## src/rtl/m1_yuv_to_rgb.sv

```systemverilog
`default_nettype none
// ============================================================================
// Module   : m1_yuv_to_rgb
// Purpose  : Reads a YUV 4:2:2 frame from SRAM, replicates chroma horizontally,
//            converts each pixel to RGB and writes packed 8-bit RGB back.
// Revision : 1.0 - initial release
// ============================================================================
module m1_yuv_to_rgb #(
    parameter logic [17:0] Y_BASE     = 18'd0,
    parameter logic [17:0] U_BASE     = 18'd38400,
    parameter logic [17:0] V_BASE     = 18'd57600,
    parameter logic [17:0] RGB_BASE   = 18'd146944,
    parameter logic [14:0] NUM_GROUPS = 15'd19200
) (
    input  logic        Clock,
    input  logic        Resetn,
    input  logic        M1_start,
    output logic        M1_stop,
    input  logic [15:0] SRAM_read_data,
    output logic [17:0] SRAM_address,
    output logic [15:0] SRAM_write_data,
    output logic        SRAM_we_n
);

    typedef enum logic [3:0] {
        S_IDLE   = 4'd0,
        S_RD_Y0  = 4'd1,
        S_RD_Y1  = 4'd2,
        S_RD_U   = 4'd3,
        S_RD_V   = 4'd4,
        S_W0     = 4'd5,
        S_W1     = 4'd6,
        S_CALC_A = 4'd7,
        S_WR0    = 4'd8,
        S_WR1    = 4'd9,
        S_WR2    = 4'd10,
        S_CALC_B = 4'd11,
        S_WR3    = 4'd12,
        S_WR4    = 4'd13,
        S_WR5    = 4'd14,
        S_DONE   = 4'd15
    } t_state;

    t_state      r_state;
    t_state      w_next_state;
    logic        r_start_d;
    logic [14:0] r_group;
    logic [14:0] w_next_group;
    logic [15:0] r_y0;
    logic [15:0] r_y1;
    logic [15:0] r_u;
    logic [15:0] r_v;
    logic [17:0] r_wr_ptr;
    logic [7:0]  r_b_a;
    logic [23:0] r_rgb_b;

    logic [17:0] w_addr;
    logic [15:0] w_wdata;
    logic        w_we_n;
    logic        w_stop;
    logic [15:0] w_y_word;
    logic [7:0]  w_u;
    logic [7:0]  w_v;
    logic [23:0] w_rgb_a;
    logic [23:0] w_rgb_b;
    logic        w_last_group;

    function automatic logic [7:0] clip(input logic signed [31:0] s);
        if (s[31])
            return 8'd0;
        else if (|s[30:24])
            return 8'd255;
        else
            return s[23:16];
    endfunction

    function automatic logic [23:0] csc(input logic [7:0] y, input logic [7:0] u,
                                        input logic [7:0] v);
        logic signed [31:0] ys;
        logic signed [31:0] us;
        logic signed [31:0] vs;
        ys = $signed({24'd0, y}) - 32'sd16;
        us = $signed({24'd0, u}) - 32'sd128;
        vs = $signed({24'd0, v}) - 32'sd128;
        return {clip(32'sd76284 * ys + 32'sd104595 * vs),
                clip(32'sd76284 * ys - 32'sd25624 * us - 32'sd53281 * vs),
                clip(32'sd76284 * ys + 32'sd132251 * us)};
    endfunction

    // CALC_A works on pixels 0,1 (high chroma bytes), CALC_B on pixels 2,3.
    always_comb begin
        w_y_word = r_y1;
        w_u      = r_u[7:0];
        w_v      = r_v[7:0];
        if (r_state == S_CALC_A) begin
            w_y_word = r_y0;
            w_u      = r_u[15:8];
            w_v      = r_v[15:8];
        end
    end

    assign w_rgb_a      = csc(w_y_word[15:8], w_u, w_v);
    assign w_rgb_b      = csc(w_y_word[7:0], w_u, w_v);
    assign w_last_group = (r_group == NUM_GROUPS - 15'd1);

    always_comb begin
        w_next_state = r_state;
        w_next_group = r_group;
        case (r_state)
            S_IDLE:   if (M1_start && !r_start_d) w_next_state = S_RD_Y0;
            S_RD_Y0:  w_next_state = S_RD_Y1;
            S_RD_Y1:  w_next_state = S_RD_U;
            S_RD_U:   w_next_state = S_RD_V;
            S_RD_V:   w_next_state = S_W0;
            S_W0:     w_next_state = S_W1;
            S_W1:     w_next_state = S_CALC_A;
            S_CALC_A: w_next_state = S_WR0;
            S_WR0:    w_next_state = S_WR1;
            S_WR1:    w_next_state = S_WR2;
            S_WR2:    w_next_state = S_CALC_B;
            S_CALC_B: w_next_state = S_WR3;
            S_WR3:    w_next_state = S_WR4;
            S_WR4:    w_next_state = S_WR5;
            S_WR5: begin
                if (w_last_group) begin
                    w_next_state = S_DONE;
                end else begin
                    w_next_state = S_RD_Y0;
                    w_next_group = r_group + 15'd1;
                end
            end
            S_DONE: begin
                w_next_state = S_IDLE;
                w_next_group = 15'd0;
            end
            default:  w_next_state = S_IDLE;
        endcase
    end

    // Outputs are registered, so they are decoded from the state being entered.
    always_comb begin
        w_addr  = SRAM_address;
        w_wdata = SRAM_write_data;
        w_we_n  = 1'b1;
        w_stop  = 1'b0;
        case (w_next_state)
            S_RD_Y0: w_addr = Y_BASE + {2'b00, w_next_group, 1'b0};
            S_RD_Y1: w_addr = Y_BASE + {2'b00, w_next_group, 1'b1};
            S_RD_U:  w_addr = U_BASE + {3'b000, w_next_group};
            S_RD_V:  w_addr = V_BASE + {3'b000, w_next_group};
            S_WR0, S_WR3: begin
                w_addr  = r_wr_ptr;
                w_we_n  = 1'b0;
                w_wdata = {w_rgb_a[23:16], w_rgb_a[15:8]};
            end
            S_WR1, S_WR4: begin
                w_addr  = r_wr_ptr;
                w_we_n  = 1'b0;
                w_wdata = {r_b_a, r_rgb_b[23:16]};
            end
            S_WR2, S_WR5: begin
                w_addr  = r_wr_ptr;
                w_we_n  = 1'b0;
                w_wdata = {r_rgb_b[15:8], r_rgb_b[7:0]};
            end
            S_DONE:  w_stop = 1'b1;
            default: w_stop = 1'b0;
        endcase
    end

    always_ff @(posedge Clock or negedge Resetn) begin
        if (!Resetn) begin
            r_state         <= S_IDLE;
            r_start_d       <= 1'b0;
            r_group         <= 15'd0;
            r_wr_ptr        <= RGB_BASE;
            SRAM_address    <= 18'd0;
            SRAM_write_data <= 16'd0;
            SRAM_we_n       <= 1'b1;
            M1_stop         <= 1'b0;
        end else begin
            r_state         <= w_next_state;
            r_start_d       <= M1_start;
            r_group         <= w_next_group;
            SRAM_address    <= w_addr;
            SRAM_write_data <= w_wdata;
            SRAM_we_n       <= w_we_n;
            M1_stop         <= w_stop;
            if (r_state == S_IDLE && w_next_state == S_RD_Y0)
                r_wr_ptr <= RGB_BASE;
            else if (!w_we_n)
                r_wr_ptr <= r_wr_ptr + 18'd1;
        end
    end

    always_ff @(posedge Clock or negedge Resetn) begin
        if (!Resetn) begin
            r_y0    <= 16'd0;
            r_y1    <= 16'd0;
            r_u     <= 16'd0;
            r_v     <= 16'd0;
            r_b_a   <= 8'd0;
            r_rgb_b <= 24'd0;
        end else begin
            case (r_state)
                S_RD_U:   r_y0 <= SRAM_read_data;
                S_RD_V:   r_y1 <= SRAM_read_data;
                S_W0:     r_u  <= SRAM_read_data;
                S_W1:     r_v  <= SRAM_read_data;
                S_CALC_A, S_CALC_B: begin
                    r_b_a   <= w_rgb_a[7:0];
                    r_rgb_b <= w_rgb_b;
                end
                default:  r_y0 <= r_y0;
            endcase
        end
    end

endmodule
`default_nettype wire

```

## config.mk

```make
export PLATFORM = sky130hd
export DESIGN_NAME = m1_yuv_to_rgb
export DESIGN_NICKNAME = d
export VERILOG_FILES = /design/src/rtl/m1_yuv_to_rgb.sv
export SDC_FILE = /design/constraint.sdc
export NUM_CORES = 1
export LEC_CHECK = 0
export ABC_AREA = 1
export BUFFER_PORTS_ARGS = -buffer_cell sky130_fd_sc_hd__buf_2
export CAP_MARGIN = 20
export CELL_PAD_IN_SITES_DETAIL_PLACEMENT = 1
export CELL_PAD_IN_SITES_GLOBAL_PLACEMENT = 1
export CORE_MARGIN = 1.5
export CORE_UTILIZATION = 40
export DETAILED_ROUTE_END_ITERATION = 7
export PLACE_DENSITY = 0.69
export SKIP_CTS_REPAIR_TIMING = 1
export SLEW_MARGIN = 20
export SYNTH_ARGS = -nofsm -noshare
export SYNTH_HDL_FRONTEND = slang
export SYNTH_SLANG_ARGS = --single-unit
```

## constraint.sdc

```tcl
create_clock -name Clock -period 9 [get_ports Clock]
set_clock_uncertainty 0.2 [all_clocks]
set_input_delay 1.35 -clock Clock [delete_from_list [all_inputs] [get_ports Clock]]
set_output_delay 1.35 -clock Clock [all_outputs]
set_load 0.03 [all_outputs]
```

==> reports/qor.csv, run 1 <==
metric,value,unit
fin_crit,8.691,ns
synthesis.area,0.02899,mm^2
cts_tree,yes,
first_pass_iters,5,
area_growth_syn_to_layout,12.95,%
status,completed,
yosysWarningCount,0,
drc,0,
cts_made_buffers,17,
ys_ff_latch,170,
final_util,45.73,%
avgViaCountPerCell,5.321,
dpl.cell_count,5028,
syn_inst,3873,
critPathCaptureType,register,
fin_nets,4889,
grt.overflow.total,0,
port_buffers,54,
start_util,40.49,%
drv_cap,0,
async_reset_ff_share,100.0,%
r2r-end,SRAM_write_data[5],
num_vias,27000,
synth_fp_nets,4651,
fin_area,0.03275,mm^2
cpMaxStageDelayCell,xnor2_1,
core_area,0.07161,mm^2
hpwl,90.41,mm
wirelength,104.0,mm
clk_pin_slew_worst_paths,0.08,ns
relSlewSlack,30.76,%
avgSynthCellArea,7.486,um^2
hp-class,register to register,
dieArea,0.07410,mm^2
drive_gt1_share,9.990,%
synthDistinctLibCells,65,
synth.area.top_cells,"ha_1, dfrtp_1, fa_1",
track_usage,28.04,%
r2r_cells,40,
synth_top_cell_area_share,25.51,%
netlist.top_cell.by_area,ha_1,
root_buffer,clkbuf_16,
crit_required,9.15,ns
setup_ws,0.3090,ns
placed_cell_area,0.03172,mm^2
fin_crit_sh,96.57,%
rrSetupSlack,0.31,ns
die_w,272.2,um
synthTopCellsByCount,"nand2_1, inv_1, ha_1",
maxSlewViolCount,0,
crit_path_frequent_cell,nand2_1,
fillers,9077,
fin_cells,5075,
min_to,r_y0[11],
cts.sinks,170,
dp_slack,-0.4802,ns
ys_seq_area_share,14.70,%
cp-start-kind,register,
reg2reg_from,r_state[2],
wl_per_cell,20.49,um
die_h,272.2,um
clk_latency,0.48,ns
ys.flop_type,dfrtp_1,
criticalPathCategory,register to register,
crit_path_max_fanout,7,
fmax,115.1,MHz
htreeDepth,4,
worst_slew_pin_slew,1.037,ns
drt-initial-drc-count,1783,
crit_arrival,8.85,ns
synth_most_common_cell,nand2_1,
cts_buffer_depth,2,
hold_depth,2,
grt_pass1_vias,27150,
grt_pass1_wl,159.3,mm
ios,55,
hold_viol_final,0,
rows,98,
gp_congestion,0.9829,
min_from,r_y0[11],
setup_violations,0,
synth_edf_count,0,
grt_max_degree,75,
grt_antenna_before_repair,1,
ant_nets,0,
crit_path_max_incr_delay,0.70,ns
-- layout by cell type, fill, tap and decap left out, drive strengths merged, types with 34 or more instances in the layout --
cell type,instances
xor2,105
nor3,44
nand3,143
dfrtp,163
inv,758
a21o,34
o21ai,228
nand2,773
xnor2,61
nand4,64
fa,168
nor2,233
buf,252
ha,591
a21oi,286
-- state kept, by name (all words and copies together) (netlist names), 15 cells and up --
register / flops
r_rgb_b: 24
SRAM_address: 18
r_wr_ptr: 18
SRAM_write_data: 16
r_u: 16
r_v: 16
r_y0: 16
r_y1: 16
r_group: 15
-- routing by layer --
layer  share of wire [%]  vias to the layer above  global-route usage (%)
met2                  47                      487                   46.63
met5                   0                        -                       0
met4                 1.9                        0                   5.936
met1                  48                    13270                   39.64
li1                    -                    13170                       -
met3                 3.8                       76                   2.169
-- worst max path at each step --
stage,slack [ns],depth (start not counted),from,to
floorplan,0.09,42,r_state[0],r_rgb_b[10]
global placement,-0.32,40,r_state[2],r_rgb_b[9]
detailed placement,-0.48,40,r_state[2],r_rgb_b[9]
CTS,-0.48,40,r_state[2],r_rgb_b[9]
global route,-0.10,46,r_state[2],r_rgb_b[9]
finish,0.31,40,r_state[2],SRAM_write_data[5]
-- kinds of logic after synthesis --
| family | synth area share [%] |
|---|---|
| AND/OR/NAND/NOR | 18.92 |
| XOR/XNOR | 5.041 |
| adder cells (fa/ha/maj) | 37.11 |
| multiplexers | 0.2935 |
| buffers and inverters | 10.25 |
| AO/OA/AOI/OAI | 13.69 |
| flip-flops | 14.70 |
-- worst max-delay path, delay by kind of cell, from the launching register on --
kind / cells / cell delay (ns)
fa+ha+maj: 8 / 3.53
simple gates: 14 / 1.38
compound gates: 8 / 1.37
xor+xnor: 2 / 0.95
buf+inv: 8 / 0.75
flops: 1 / 0.38
-- per-stage QoR --
stage          hold WS, ns  TNS, ns
3_5_place_dp        0.2666   -7.234
3_3_place_gp        0.2598   -2.858
6_report            0.2837        0
5_1_grt             0.3077  -0.9698
4_1_cts             0.2874   -7.746
2_1_floorplan       0.2476        0
-- layout make-up --
type	count	area, um^2	area share, %
Timing Repair Buffer	252	1795	5.483
Tap cell	950	1189	3.630
Multi-Input combinational cell	2919	22110	67.51
Inverter	751	2826	8.632
Sequential cell	170	4263	13.02
Antenna cell	1	2.502	0.007642
Clock buffer	19	432.9	1.322
Clock inverter	13	131.4	0.4012
Power of run 1 is left out: the tool's default activity adds up to more than one toggle a clock period on the data nets, which glitch-free logic cannot reach.
==> run 2, diff against run 1 <==
--- a/config.mk
+++ b/config.mk
@@ -13,7 +13,8 @@
 export CORE_MARGIN = 1.5
 export CORE_UTILIZATION = 40
 export DETAILED_ROUTE_END_ITERATION = 7
-export PLACE_DENSITY = 0.69
+export GPL_ROUTABILITY_DRIVEN = 0
+export PLACE_DENSITY = 0.67
 export SKIP_CTS_REPAIR_TIMING = 1
 export SLEW_MARGIN = 20
 export SYNTH_ARGS = -nofsm -noshare
==> constraint.sdc (replaced) <==
create_clock -name Clock -period 10.64 [get_ports Clock]
set_clock_uncertainty 0.2 [all_clocks]
set_input_delay 1.596 -clock Clock [delete_from_list [all_inputs] [get_ports Clock]]
set_output_delay 1.596 -clock Clock [all_outputs]
set_load 0.03 [all_outputs]
==> run 2 against run 1 <==
  * Critical path depth up 1
  * Sequential share of layout area up 0.57 points
  * Utilization down 1.9 points
  * Global-route usage down 0.35 points
  * Register-to-register slack better by 0.41 ns
  * Die area unchanged
  * Sequential cell count unchanged
  * Final cell count down 2.9%
  * Fmax down 12%
==> reports/qor.csv, run 2 (synthesized netlist as in run 1, its figures left out) <==
metric,value,unit,change
crit_arrival,10.10,ns,+1.25 ns
status,completed,,
grt_antenna_before_repair,0,,-1
clk_pin_slew_worst_paths,0.08,ns,about the same
drt-met1-wl,47.75,mm,-3.5%
root_buffer,clkbuf_16,,
grt_pass1_vias,26800,,-1.3%
fin_cells,4927,,-2.9%
fin_crit_sh,93.28,%,-3.3 points
relSlewSlack,27.04,%,-3.7 points
wirelength,101.8,mm,-2.1%
criticalPathCategory,register to register,,
highest_layer,met4,,
num_antenna_cells,0,,-1
port_buffers,54,,unchanged
wl_per_cell,20.65,um,+0.80%
cts.sinks,170,,unchanged
clk_latency,0.50,ns,+0.02 ns
dp_slack,0.4958,ns,+0.9760 ns
grt_pass1_wl,156.6,mm,-1.7%
crit_path_max_incr_delay,0.54,ns,-0.16 ns
crit_required,10.82,ns,+1.67 ns
dpl.cell_count,4895,,-2.6%
num_vias,26300,,-2.6%
cpMaxStageDelayCell,fa_1,,
critPathCaptureType,register,,
crit_path_frequent_cell,nand2_1,,
drt-initial-drc-count,1566,,-12%
start_util,40.49,%,unchanged
avgViaCountPerCell,5.337,,+0.31%
cp-start-kind,register,,
crit_path_max_fanout,54,,+47
fin_crit,9.925,ns,+1.234 ns
worst_slew_pin_slew,1.087,ns,+0.04966 ns
rsz0062_at_grt,yes,,
maxSlewViolCount,0,,unchanged
dieArea,0.07410,mm^2,unchanged
drive_gt1_share,5.431,%,-4.6 points
layout_commonest_cell,nand2_1,,
die_h,272.2,um,unchanged
setup_violations,0,,unchanged
grt.overflow.total,0,,unchanged
final_cell_mix,"nand2_1, inv_1, ha_1, a21oi_1, nor2_1",,
hold_ws,0.2852,ns,+0.001427 ns
fin_nets,4742,,-3.0%
min_from,r_v[8],,
drv_cap,0,,unchanged
area_growth_syn_to_layout,8.239,%,
hp-class,register to register,,
fmax,100.8,MHz,-12%
reg2reg_from,r_state[3],,
die_w,272.2,um,unchanged
ant_nets,0,,unchanged
core_area,0.07161,mm^2,unchanged
critPathLaunch,r_state[3],,
first_pass_iters,6,,+1
wl_met3,3.779,mm,-5.4%
wl_met2,47.43,mm,-2.2%
cts_made_buffers,17,,unchanged
grt_max_degree,74,,-1.3%
cts_tree,yes,,
largest_registers,"r_rgb_b: 24 flops, SRAM_address: 18 flops, r_wr_ptr: 18 flops",,
hpwl,88.82,mm,-1.8%
htreeDepth,4,,unchanged
track_usage,27.69,%,-0.35 points
cts_buffer_depth,2,,unchanged
top_register,r_rgb_b,,
ios,55,,unchanged
setup_ws,0.7154,ns,+0.4064 ns
rows,98,,unchanged
hold_viol_final,0,,unchanged
largest_reg_flops,24,,unchanged
drc,0,,unchanged
-- run 2: cell types whose count changed in the layout (fill, tap and decap cells not counted), moves of 4 or more --
| cell | change |
|---|---|
| a21oi_1 | +4 |
| a21oi_2 | -4 |
| buf_4 | -142 |
| ha_1 | +7 |
| ha_4 | -5 |
| inv_12 | +5 |
| nand2_1 | +6 |
| nand2_2 | -6 |
| o21ai_0 | +13 |
| o21ai_1 | -6 |
| o21ai_2 | -7 |
| xor2_1 | +8 |
| xor2_2 | -8 |
-- run 2: path summary, 6_finish.rpt --
path,end,slack [ns],cells past startpoint
worst max-delay path,r_rgb_b[14],0.72,41
worst min-delay path,r_v[8],0.29,2
worst max register to register,r_rgb_b[14],0.72,41
worst min register to register,r_v[8],0.29,2
max in group asynchronous,r_wr_ptr[15],7.48,3
min in group asynchronous,SRAM_address[3],0.93,1
-- run 2: cell type report --
| type | instances | area, um^2 |
|---|---|---|
| fill | 9130 | 40230 |
| clock buffer | 17 | 425.4 |
| timing repair buffer | 107 | 674.4 |
| multi-input combinational | 2917 | 21800 |
| tap | 950 | 1189 |
| sequential | 170 | 4263 |
| clock inverter | 15 | 202.7 |
| inverter | 751 | 2824 |
-- run 2: worst max-delay path, delay by kind of cell (launching register included) --
kind	cells	cell delay [ns]
AND/OR/NAND/NOR	15	2.25
AO/OA/AOI/OAI	7	1.53
adder cells (fa/ha/maj)	8	3.37
flip-flops	1	0.47
XOR/XNOR	3	0.81
multiplexers	1	0.40
buffers and inverters	7	0.75
-- run 2: metrics by stage --
| stage | TNS [ns] | utilization, % | area (um^2) |
|---|---|---|---|
| after detailed placement | 0 | 42.89 | 30710 |
| after floorplan | 0 | - | 28990 |
| after global routing | -0.006748 | 43.82 | 31380 |
| after global placement | 0 | 42.89 | 30710 |
| final | 0 | 43.82 | 31380 |
| after CTS | 0 | 43.77 | 31340 |
-- run 2: metal layers --
metal	vias to the layer above	track usage [%]
li1	12900	-
met1	12860	38.13
met2	441	46.16
met3	96	2.495
met4	0	7.749
met5	-	0
Power of run 2 is left out for the same reason.
